<file path="config.mk">
export PLATFORM = sky130hd
export DESIGN_NAME = pll_lock_supervisor
export DESIGN_NICKNAME = d
export VERILOG_FILES = /design/src/rtl/pll_lock_supervisor_pkg.sv /design/src/rtl/sync_ff.sv /design/src/rtl/pll_lock_supervisor.sv
export SDC_FILE = /design/constraint.sdc
export NUM_CORES = 1
export LEC_CHECK = 0
export BUFFER_PORTS_ARGS = -buffer_cell sky130_fd_sc_hd__buf_2
export CAP_MARGIN = 20
export CELL_PAD_IN_SITES_DETAIL_PLACEMENT = 2
export CELL_PAD_IN_SITES_GLOBAL_PLACEMENT = 2
export CORE_ASPECT_RATIO = 0.7
export CORE_MARGIN = 2
export CORE_UTILIZATION = 42
export CTS_BUF_LIST = sky130_fd_sc_hd__clkbuf_4 sky130_fd_sc_hd__clkbuf_8 sky130_fd_sc_hd__clkbuf_16
export DETAILED_ROUTE_END_ITERATION = 16
export PLACE_DENSITY = 0.85
export SLEW_MARGIN = 15
export SYNTH_ARGS = -nofsm -noshare
export SYNTH_HDL_FRONTEND = slang
export SYNTH_SLANG_ARGS = --single-unit
</file>
<file path="constraint.sdc">
create_clock -name clk -period 6 [get_ports clk]
set_clock_uncertainty 0.05 [all_clocks]
set_input_delay 0.3 -clock clk [delete_from_list [all_inputs] [get_ports clk]]
set_output_delay 0.3 -clock clk [all_outputs]
set_load 0.1 [all_outputs]
</file>
<file path="src/rtl/pll_lock_supervisor_pkg.sv">
// Shared types and status widths for the video PLL lock supervisor.
package pll_lock_supervisor_pkg;

    typedef enum logic [1:0] {
        ST_WAIT   = 2'd0,
        ST_HOLD   = 2'd1,
        ST_RUN    = 2'd2,
        ST_PLLRST = 2'd3
    } state_t;

    localparam int LOSS_W  = 8;
    localparam int RETRY_W = 4;

    localparam logic [LOSS_W-1:0]  LOSS_MAX  = '1;
    localparam logic [RETRY_W-1:0] RETRY_MAX = '1;

endpackage

</file>
<file path="src/rtl/sync_ff.sv">
// Two-flop synchronizer for a single-bit level crossing into clk.
module sync_ff (
    input  logic clk,
    input  logic rst_n,
    input  logic d,
    output logic q
);

    logic meta;

    always_ff @(posedge clk or negedge rst_n) begin
        if (!rst_n) begin
            meta <= 1'b0;
            q    <= 1'b0;
        end else begin
            meta <= d;
            q    <= meta;
        end
    end

endmodule

</file>
<file path="src/rtl/pll_lock_supervisor.sv">
// Filters the video PLL lock flag into a clean video reset and retries the PLL on lock timeout.
//
//   state     | meaning
//   ST_WAIT   | reset asserted, waiting for lock_s to stay high long enough
//   ST_HOLD   | lock stable, holding reset for the fixed hold time
//   ST_RUN    | video logic released (rst_n_o = ready_o = 1)
//   ST_PLLRST | lock timed out, pulsing pll_rst_o
module pll_lock_supervisor
    import pll_lock_supervisor_pkg::*;
#(
    parameter int LOCK_STABLE   = 1024,
    parameter int RESET_HOLD    = 256,
    parameter int LOCK_TIMEOUT  = 2500000,
    parameter int PLLRST_CYCLES = 16
) (
    input  logic               clk,
    input  logic               rst_n,
    input  logic               pll_locked_i,
    output logic               pll_rst_o,
    output logic               rst_n_o,
    output logic               ready_o,
    output logic [LOSS_W-1:0]  loss_cnt_o,
    output logic [RETRY_W-1:0] retry_cnt_o
);

    localparam int STAB_W   = (LOCK_STABLE > 1) ? $clog2(LOCK_STABLE) : 1;
    localparam int TMO_W    = (LOCK_TIMEOUT > 1) ? $clog2(LOCK_TIMEOUT) : 1;
    localparam int HOLD_MAX = (RESET_HOLD > PLLRST_CYCLES) ? RESET_HOLD : PLLRST_CYCLES;
    localparam int HOLD_W   = (HOLD_MAX > 1) ? $clog2(HOLD_MAX) : 1;

    localparam logic [STAB_W-1:0] STAB_LAST   = STAB_W'(LOCK_STABLE - 1);
    localparam logic [TMO_W-1:0]  TMO_LAST    = TMO_W'(LOCK_TIMEOUT - 1);
    localparam logic [HOLD_W-1:0] HOLD_LAST   = HOLD_W'(RESET_HOLD - 1);
    localparam logic [HOLD_W-1:0] PLLRST_LAST = HOLD_W'(PLLRST_CYCLES - 1);

    state_t              state;
    state_t              state_next;
    logic                lock_s;
    logic [STAB_W-1:0]   stab_cnt;
    logic [TMO_W-1:0]    tmo_cnt;
    logic [HOLD_W-1:0]   hold_cnt;
    logic                stab_done;
    logic                tmo_done;

    sync_ff u_lock_sync (
        .clk   (clk),
        .rst_n (rst_n),
        .d     (pll_locked_i),
        .q     (lock_s)
    );

    assign stab_done = lock_s && (stab_cnt == STAB_LAST);
    assign tmo_done  = (tmo_cnt == TMO_LAST);
    assign ready_o   = rst_n_o;

    // Stable lock takes priority over a timeout landing on the same edge.
    always_comb begin
        state_next = state;
        case (state)
            ST_WAIT: begin
                if (stab_done)     state_next = ST_HOLD;
                else if (tmo_done) state_next = ST_PLLRST;
            end
            ST_HOLD: begin
                if (!lock_s)                    state_next = ST_WAIT;
                else if (hold_cnt == HOLD_LAST) state_next = ST_RUN;
            end
            ST_RUN: begin
                if (!lock_s) state_next = ST_WAIT;
            end
            ST_PLLRST: begin
                if (hold_cnt == PLLRST_LAST) state_next = ST_WAIT;
            end
            default: state_next = ST_WAIT;
        endcase
    end

    always_ff @(posedge clk or negedge rst_n) begin
        if (!rst_n) begin
            state       <= ST_WAIT;
            stab_cnt    <= '0;
            tmo_cnt     <= '0;
            hold_cnt    <= '0;
            rst_n_o     <= 1'b0;
            pll_rst_o   <= 1'b0;
            loss_cnt_o  <= '0;
            retry_cnt_o <= '0;
        end else begin
            state     <= state_next;
            rst_n_o   <= (state_next == ST_RUN);
            pll_rst_o <= (state_next == ST_PLLRST);

            // Any state change restarts every timer; only the entered state's timers matter.
            if (state_next != state) begin
                stab_cnt <= '0;
                tmo_cnt  <= '0;
                hold_cnt <= '0;
            end else begin
                case (state)
                    ST_WAIT: begin
                        stab_cnt <= lock_s ? stab_cnt + 1'b1 : '0;
                        tmo_cnt  <= tmo_cnt + 1'b1;
                    end
                    ST_HOLD, ST_PLLRST: hold_cnt <= hold_cnt + 1'b1;
                    default: ;
                endcase
            end

            if (state == ST_RUN && !lock_s && loss_cnt_o != LOSS_MAX)
                loss_cnt_o <= loss_cnt_o + 1'b1;

            if (state == ST_WAIT && !stab_done && tmo_done && retry_cnt_o != RETRY_MAX)
                retry_cnt_o <= retry_cnt_o + 1'b1;
        end
    end

endmodule

</file>
======== After elaboration in Yosys (flattened, before gate mapping) ========
Index checks and enable logic that the tools add are counted.
word-level totals
  flip-flop bits (word level) ............. 58
  output and inout bits ................... 15
  logic and storage cells ................. 53
  bits in latches ......................... 0
  bits in read-only memories .............. 0
  memory bits (writable) .................. 0
  memories kept ........................... 0
  input bits .............................. 3
operators by class
  order comparisons ....................... 0
  equal/unequal tests ..................... 12
  reductions and logical operators ........ 12
  bitwise gates (word level) .............. 0
  divide/modulo/power cells ............... 0
  multiplexer cells ....................... 14
  add/sub/neg operators ................... 5
  multiply operators ...................... 0
  shift-type cells ........................ 0
operators by type and width
  kind                   number
  $mux 22                2
  $mux 10                3
  $add 22x1->22 const B  1
  $eq 22x22->1 const B   1
  $add 8x1->8 const B    2
  $mux 8                 2
  $mux 2                 6
  $add 10x1->10 const B  1
  $eq 10x10->1 const B   1
  $eq 2x2->1 const B     4
  $eq 8x4->1 const B     1
  $eq 8x8->1 const B     1
  $ne 8x8->1 const B     1
  $pmux 2 s4             1
  $logic_and 1x1->1      6
  $add 4x1->4 const B    1
  $ne 4x4->1 const B     1
  $reduce_bool 2->1      2
  $eq 2x1->1 const B     1
  $logic_not 1->1        2
  $logic_not 2->1        1
  $ne 2x2->1             1
  $reduce_or 2->1        1

======== Longest topological paths before layout ========
Gate-level depths: netlist of run 1.
  word-level depth ........................ 6
  gate-level depth with buffers ........... 8
  gate-level depth less buffers ........... 6

======== Cells and area by module ========
A second synthesis of run 1 with hierarchy kept.
second synthesis, totals
  cell total of the unflattened synthesis .. 321
  area total of the unflattened synthesis .. 3022.9 um^2
modules (own cells, without submodules)
  module               cells an instance  sequential area each (um^2)  times used  area each (um^2)
  pll_lock_supervisor  319                1401.3                       1           2972.9
  sync_ff              2                  50.0                         1           50.0

======== Least setup slack after synthesis of run 1 ========
Ideal clock, no wire load.
  path kind ............................... register to register
  start ................................... register loss_cnt_o[0]
  end ..................................... register loss_cnt_o[3]
  stages on the path, launching flop included .. 7
  library setup time ...................... 0.159 ns
  setup slack ............................. 3.565 ns
  required time ........................... 5.791 ns
  arrival time ............................ 2.227 ns
  path buffers ............................ 0
  period minus slack after synthesis ...... 2.435 ns
  path through ............................ dfrtp_1 ha_1 and2_1 a311oi_2 and3_1 nand2_1 xnor2_1
between the ends
  cells in the longest elaborated chain, start to end .. 2
  elaborated cells between the ends (all ways) .. 3
  classes of those cells .................. 1 x add/sub; 1 x eq/ne; 1 x reduce/logical
RTL lines
  element                                              RTL line                    RTL
  from (decl)                                          pll_lock_supervisor.sv:22   output logic [LOSS_W-1:0] loss_cnt_o,
  from (signal assigned)                               pll_lock_supervisor.sv:110  loss_cnt_o <= loss_cnt_o + 1'b1;
  branches (longest 2 deep; another with $add 8x1->8)  -
Parallel ways; which one is timed is not known.
A chain may end at the register's enable or synchronous reset.

======== Final worst setup path of run 1 ========
  start ................................... register hold_cnt[0]
  end ..................................... register tmo_cnt[19]
between the ends
  cells in the longest elaborated chain, start to end .. 6
  elaborated cells between the ends (all ways) .. 9
  classes of those cells .................. 3 x eq/ne; 5 x mux; 1 x reduce/logical
RTL lines
  element                                              RTL line                    RTL
  from (decl)                                          pll_lock_supervisor.sv:41   logic [HOLD_W-1:0] hold_cnt;
  from (signal assigned)                               pll_lock_supervisor.sv:104  ST_HOLD, ST_PLLRST: hold_cnt <= hold_cnt + 1'b1;
  $eq 8x8->1                                           pll_lock_supervisor.sv:66   else if (hold_cnt == HOLD_LAST) state_next = ST_RUN;
  $mux 2                                               pll_lock_supervisor.sv:66
  $mux 2                                               pll_lock_supervisor.sv:65   if (!lock_s) state_next = ST_WAIT;
  $pmux 2 s4 (*)                                       pll_lock_supervisor.sv:59   case (state)
  $ne 2x2->1 (*)                                       pll_lock_supervisor.sv:94   if (state_next != state) begin
  $mux 22 / $reduce_bool 2->1 (equally long branches)  -
  to (signal assigned)                                 pll_lock_supervisor.sv:102  tmo_cnt <= tmo_cnt + 1'b1;
  to (decl)                                            pll_lock_supervisor.sv:40   logic [TMO_W-1:0] tmo_cnt;
Mark *: on every way between the ends. The rest lies on a longest branch, timed or not.

==> results of run 1 <==
## area by class of cell
type,count,area share
clock buffers,12,0.0481
clock inverters,4,0.0211
inverters,8,0.00874
multi-input cells,234,0.429
flip-flops and latches,58,0.423
well taps,94,0.0342
repair buffers,22,0.0364
## layer usage
metal | routed length, µm | vias up | track usage
met2 | 4200 | 18 | 0.420
met3 | 195 | 10 | 0.0606
met5 | 0 | - | 0
met4 | 110 | 0 | 0.0746
met1 | 4390 | 1290 | 0.330
li1 | - | 1159 | -
## critical path, delay by kind of cell, from the launching register on
kind	cells	cell delay, ns
adders and majority gates	1	0.30
and+or+nand+nor	3	0.66
DFF	1	0.41
buffers and inverters	1	0.34
AOI/OAI and AO/OA	2	0.54
## through the flow
| step | total power, µW | util | hold WS [ns] | cell area (µm²) |
|---|---|---|---|---|
| after detailed placement | 426 | 0.463 | 0.292 | 3190 |
| after global routing | 880 | 0.499 | 0.0977 | 3430 |
| after floorplan | 413 | - | -0.0456 | 3030 |
| after CTS | 866 | 0.499 | 0.0611 | 3430 |
| final | 857 | 0.499 | 0.0280 | 3430 |
| after global placement | 425 | 0.463 | 0.285 | 3190 |
## state kept, by name, indices dropped and copies added, names as in the netlist
signal	count
tmo_cnt	22
stab_cnt	10
hold_cnt	8
loss_cnt_o	8
retry_cnt_o	4
state	2
pll_rst_o	1
ready_o	1
u_lock_sync.meta	1
u_lock_sync.q	1
## power breakdown
group / internal (µW) / switching, µW
Sequential: 394 / 5.42
Combinational: 5.38 / 13.8
Clock: 267 / 172
Total: 667 / 191
## cells in the mapped netlist (3+ instances only)
cell / n
inv_1: 8
a21oi_1: 14
ha_1: 5
or3_1: 4
clkbuf_1: 6
nand3_1: 18
nor4_1: 7
mux2_2: 3
buf_4: 3
nand4_1: 11
or2_2: 3
nor3_1: 38
xnor2_1: 27
buf_2: 5
nand2_1: 25
nor2_1: 22
o21ai_0: 7
xor2_1: 9
dfrtp_1: 58
nor4_2: 3
and3_1: 5
## worst paths after layout
check / startpoint / cells past startpoint / slack, ns / endpoint
min reg2reg: u_lock_sync.meta$_DFF_PN0_ / 0 / 0.31 / u_lock_sync.q$_DFF_PN0_
max: hold_cnt[0]$_DFFE_PN0P_ / 7 / 3.54 / tmo_cnt[19]$_DFFE_PN0P_
max reg2reg: hold_cnt[0]$_DFFE_PN0P_ / 7 / 3.54 / tmo_cnt[19]$_DFFE_PN0P_
min in group clk: u_lock_sync.meta$_DFF_PN0_ / 0 / 0.31 / u_lock_sync.q$_DFF_PN0_
max in group asynchronous: rst_n / 2 / 5.33 / tmo_cnt[7]$_DFFE_PN0P_
min: rst_n / 2 / 0.03 / loss_cnt_o[6]$_DFFE_PN0P_
## what timing repair did
item / in CTS / in global routing
hold endpoints to repair: 1 / 0
endpoints found under the setup margin: 0 / 0
hold buffers: 1 / 0
## cells by family after synthesis
logic type               Yosys count  synth area share
AND/OR/NAND/NOR                  152             0.265
buffers and inverters             23            0.0367
multiplexers                       4            0.0144
adder cells (fa/ha/maj)            5            0.0206
AO/OA/AOI/OAI                     37            0.0801
flip-flops                        58             0.479
XOR/XNOR                          36             0.104
==> out/metrics.yaml, run 1 <==
status:
  status: "finished clean"
timing:
  max_slew_margin: 0.483
  drv_slew: 0
  finalSetupTns_ns: 0
  setup_viol: 0
  fin_ws_ns: 3.54
  worst_pin_slew_ns: 0.775
  fin_crit_ns: 2.46
  finalCritPeriodShare: 0.411
  rsz0062_at_grt: "no"
  max_freq_mhz: 406
  hold_violations: 0
logic_synthesis:
  synthTopCellsByArea: "dfrtp_1 (48%), xnor2_1 (7.8%), nor3_1 (6.3%), nand2_1 (3.1%), nand3_1 (3.0%)"
  synth_seq_cells: 58
  synth_cells: 315
  yosysTopAreaCellShare: 0.479
  synth-seq-area-share: 0.479
  syn_nets: 323
  synth_edf_count: 0
  synthFlopType: "dfrtp_1"
  yosys_warnings: 0
  async_flop_share: 1.00
  avgSynthCellArea_um2: 9.62
  synth_area_um2: 3030
  synth_top_area_cell: "dfrtp_1"
  ys_types: 47
critical_path:
  path_cells: "ha_1 > nand3_1 > nor2_1 > a32o_1 > buf_4 > o21bai_2 > nor2_1"
  start_kind: "flip-flop"
  worst-setup-path-type: "reg2reg"
  cp_max_fo: 30
  cp_slowest_stage_delay_ns: 0.41
  cp.required_ns: 6.17
  slowest_stage: "dfrtp_1"
  arrival_ns: 2.64
  crit_top_cell: "nor2_1"
  critPathCaptureType: "flip-flop"
global_route:
  gr-total-overflow: 0
  grt_usage: 0.251
  grt_start_max_net_pins: 59
  antenna_found_initial: 0
  grt_pass1_vias: 2699
  grt_pass1_wl_um: 15000
placement:
  place_congestion: 0.848
  portBuffers: 17
  pre_cts_slack_ns: 3.57
  hpwl_um: 5630
  dp.cells: 415
finish:
  final_cell_mix: "dfrtp_1 (58), nor3_1 (38), xnor2_1 (27)"
  nFillCells: 755
  final_common_cell: "dfrtp_1"
  final_cells: 432
  multi_input_area_um2: 1470
  final-seq-area_um2: 1450
  diodes: 0
  drive_gt1_frac: 0.154
  syn2layout_area_growth_pct: 13.3
  nets: 341
clocking:
  h-tree-depth: 3
  clk_pin_slew_ns: 0.07
  root_buffer: "clkbuf_8"
  postCtsSetupRepairBufs: 0
  cts-buffers-inserted: 9
  cts_max_path_buffers: 2
  cts_resized: 0
  cts_tree: "yes"
  clock_sinks: 58
  insertion_delay_ns: 0.36
run:
  cap_violations: 0
drt:
  drt-initial-drc-count: 96
  vias: 2477
  ant_nets: 0
  wl_per_cell_um: 20.6
  drtPass1Iterations: 4
  vias_per_cell: 5.73
  wirelength_um: 8900
  drc_errors: 0
die:
  num_rows: 25
  die_area_um2: 7920
  io_pins: 18
  coreArea_um2: 6880
  start_util: 0.441
  die_x_um: 106
  die_h_um: 75.1
power:
  ir_drop_mv: 0.138
  leakage_uw: 0.00151
  p_per_area_nw_per_um2: 250
min_path:
  hold_path.class: "in2async"
No activity file was read; power rests on OpenSTA's default activity.
==> run 2: changes to the inputs <==
--- a/config.mk
+++ b/config.mk
@@ -11,10 +11,10 @@
 export CELL_PAD_IN_SITES_GLOBAL_PLACEMENT = 2
 export CORE_ASPECT_RATIO = 0.7
 export CORE_MARGIN = 2
-export CORE_UTILIZATION = 42
+export CORE_UTILIZATION = 39
 export CTS_BUF_LIST = sky130_fd_sc_hd__clkbuf_4 sky130_fd_sc_hd__clkbuf_8 sky130_fd_sc_hd__clkbuf_16
 export DETAILED_ROUTE_END_ITERATION = 16
-export PLACE_DENSITY = 0.85
+export PLACE_DENSITY = 0.8
 export SLEW_MARGIN = 15
 export SYNTH_ARGS = -nofsm -noshare
 export SYNTH_HDL_FRONTEND = slang
==> constraint.sdc (replaced) <==
create_clock -name clk -period 2.5 [get_ports clk]
set_clock_uncertainty 0.05 [all_clocks]
set_input_delay 0.125 -clock clk [delete_from_list [all_inputs] [get_ports clk]]
set_output_delay 0.125 -clock clk [all_outputs]
set_load 0.1 [all_outputs]
==> run 2 against run 1 <==
- routed wire length shrank 2.8%
- total power is 120% higher
- setup slack worse by 3.3 ns
- combinational power rose to 2.7 times the previous value
==> out/metrics.yaml, run 2 (synthesis results as in run 1) <==
status:
  status: "finished clean"
clocking:
  cts_tree: "yes"
  cts_resized: 0
  cts-buffers-inserted: 9
  h-tree-depth: 3
  insertion_delay_ns: 0.34
  cts_max_path_buffers: 2
  clock_sinks: 58
  root_buffer: "clkbuf_8"
  clk_pin_slew_ns: 0.07
  ctsHoldBuffers: 2
  postCtsSetupRepairBufs: 0
global_route:
  grt_start_max_net_pins: 59
  grt_pass1_wl_um: 14800
  gr-total-overflow: 0
  grt_usage: 0.226
  antenna_found_initial: 0
  grt_pass1_vias: 2779
power:
  leakage_uw: 0.00154
  ir_drop_mv: 0.304
  p_per_area_nw_per_um2: 546
critical_path:
  cp_slowest_stage_delay_ns: 0.47
  cp.required_ns: 2.65
  slowest_stage: "o21bai_2"
  critPathCaptureType: "flip-flop"
  path_cells: "ha_1 > nand3_1 > nor3_1 > nor2_1 > o21bai_2 > nor2_1"
  crit_top_cell: "nor2_1"
  cp_max_fo: 9
  arrival_ns: 2.37
  crit_family: "simple AND/OR/NAND/NOR gates"
  start_kind: "flip-flop"
  worst-setup-path-type: "reg2reg"
  critPathBufInv: 0
placement:
  hpwl_um: 5920
  portBuffers: 17
  place_congestion: 0.747
  dp.cells: 426
drt:
  wl_met1_um: 4230
  drtPass1Iterations: 4
  drt-initial-drc-count: 102
  wl_met3_um: 256
  dr.max_layer_used: "met4"
  vias_per_cell: 5.67
  drc_errors: 0
  met2WireLength_um: 4070
  ant_nets: 0
  wirelength_um: 8640
  vias: 2511
  wl_per_cell_um: 19.5
die:
  die_area_um2: 8510
  coreArea_um2: 7420
  die_x_um: 109
  die_h_um: 77.8
  io_pins: 18
  start_util: 0.409
  num_rows: 26
finish:
  nFillCells: 803
  syn2layout_area_growth_pct: 14.0
  nets: 349
  diodes: 0
  largest_reg_flops: 22
  drive_gt1_frac: 0.168
  reg_top3: "tmo_cnt: 22 flops, stab_cnt: 10 flops"
  final_cell_mix: "dfrtp_1 (58), nor3_1 (38), xnor2_1 (27)"
  final_cells: 443
  top_register: "tmo_cnt"
  final_common_cell: "dfrtp_1"
timing:
  rsz0062_at_grt: "no"
  max_slew_margin: 0.494
  drv_slew: 0
  hold_violations: 0
  max_freq_mhz: 449
  finalSetupTns_ns: 0
  fin_crit_ns: 2.23
  setup_viol: 0
  worst_pin_slew_ns: 0.758
  finalCritPeriodShare: 0.890
min_path:
  hold_path.class: "reg2reg"
run:
  cap_violations: 0
run 2: changes by cell type in the layout (fill, tap and decap cells not counted):
cell / before / now
buf_4: 4 / 11
clkinv_2: 1 / 2
dlygate4sd3_1: 1 / 2
clkbuf_4: 0 / 2
clkbuf_8: 12 / 10
clkinvlp_4: 1 / 0
bufinv_16: 2 / 1
run 2: final cells by class:
type                            count  area, µm²  area share
Tap cell                           98        123      0.0355
Clock inverter                      3       40.0      0.0116
Clock buffer                       12        153      0.0442
Timing Repair Buffer               30        188      0.0543
Multi-Input combinational cell    234       1470       0.426
Inverter                            8       30.0     0.00869
Sequential cell                    58       1450       0.420
run 2: layer usage:
layer,vias to the layer above,track usage
li1,1173,-
met1,1300,0.331
met2,29,0.335
met3,9,0.0529
met4,0,0.0570
met5,-,0
run 2: worst paths after layout:
kind / start / endpoint / slack (ns) / cells past startpoint
setup / recovery: stab_cnt[0]$_DFFE_PN0P_ / tmo_cnt[15]$_DFFE_PN0P_ / 0.27 / 6
min in group asynchronous: rst_n / loss_cnt_o[0]$_DFFE_PN0P_ / 0.42 / 3
max in group asynchronous: rst_n / tmo_cnt[1]$_DFFE_PN0P_ / 1.46 / 3
hold reg to reg: u_lock_sync.meta$_DFF_PN0_ / u_lock_sync.q$_DFF_PN0_ / 0.32 / 0
setup reg to reg: stab_cnt[0]$_DFFE_PN0P_ / tmo_cnt[15]$_DFFE_PN0P_ / 0.27 / 6
hold / removal: u_lock_sync.meta$_DFF_PN0_ / u_lock_sync.q$_DFF_PN0_ / 0.32 / 0
run 2: metrics by stage:
| stage | instance area [µm²] | hold slack, ns | power (µW) | setup WS (ns) | util |
|---|---|---|---|---|---|
| floorplan | 3030 | -0.221 | 990 | 0.0646 | - |
| global placement | 3240 | 0.183 | 1020 | 0.387 | 0.437 |
| detailed placement | 3240 | 0.190 | 1020 | 0.282 | 0.437 |
| CTS | 3460 | 0.323 | 1910 | 0.240 | 0.466 |
| global route | 3460 | 0.339 | 1960 | 0.106 | 0.466 |
| finish | 3460 | 0.315 | 1890 | 0.274 | 0.466 |
run 2: power by group:
part           total (µW)  leakage [µW]  switching, µW  internal, µW
Combinational        51.2      0.000646           36.2          15.1
Clock                 879      0.000103            378           501
Sequential            956      0.000789           9.96           946
Total                1890       0.00154            424          1460
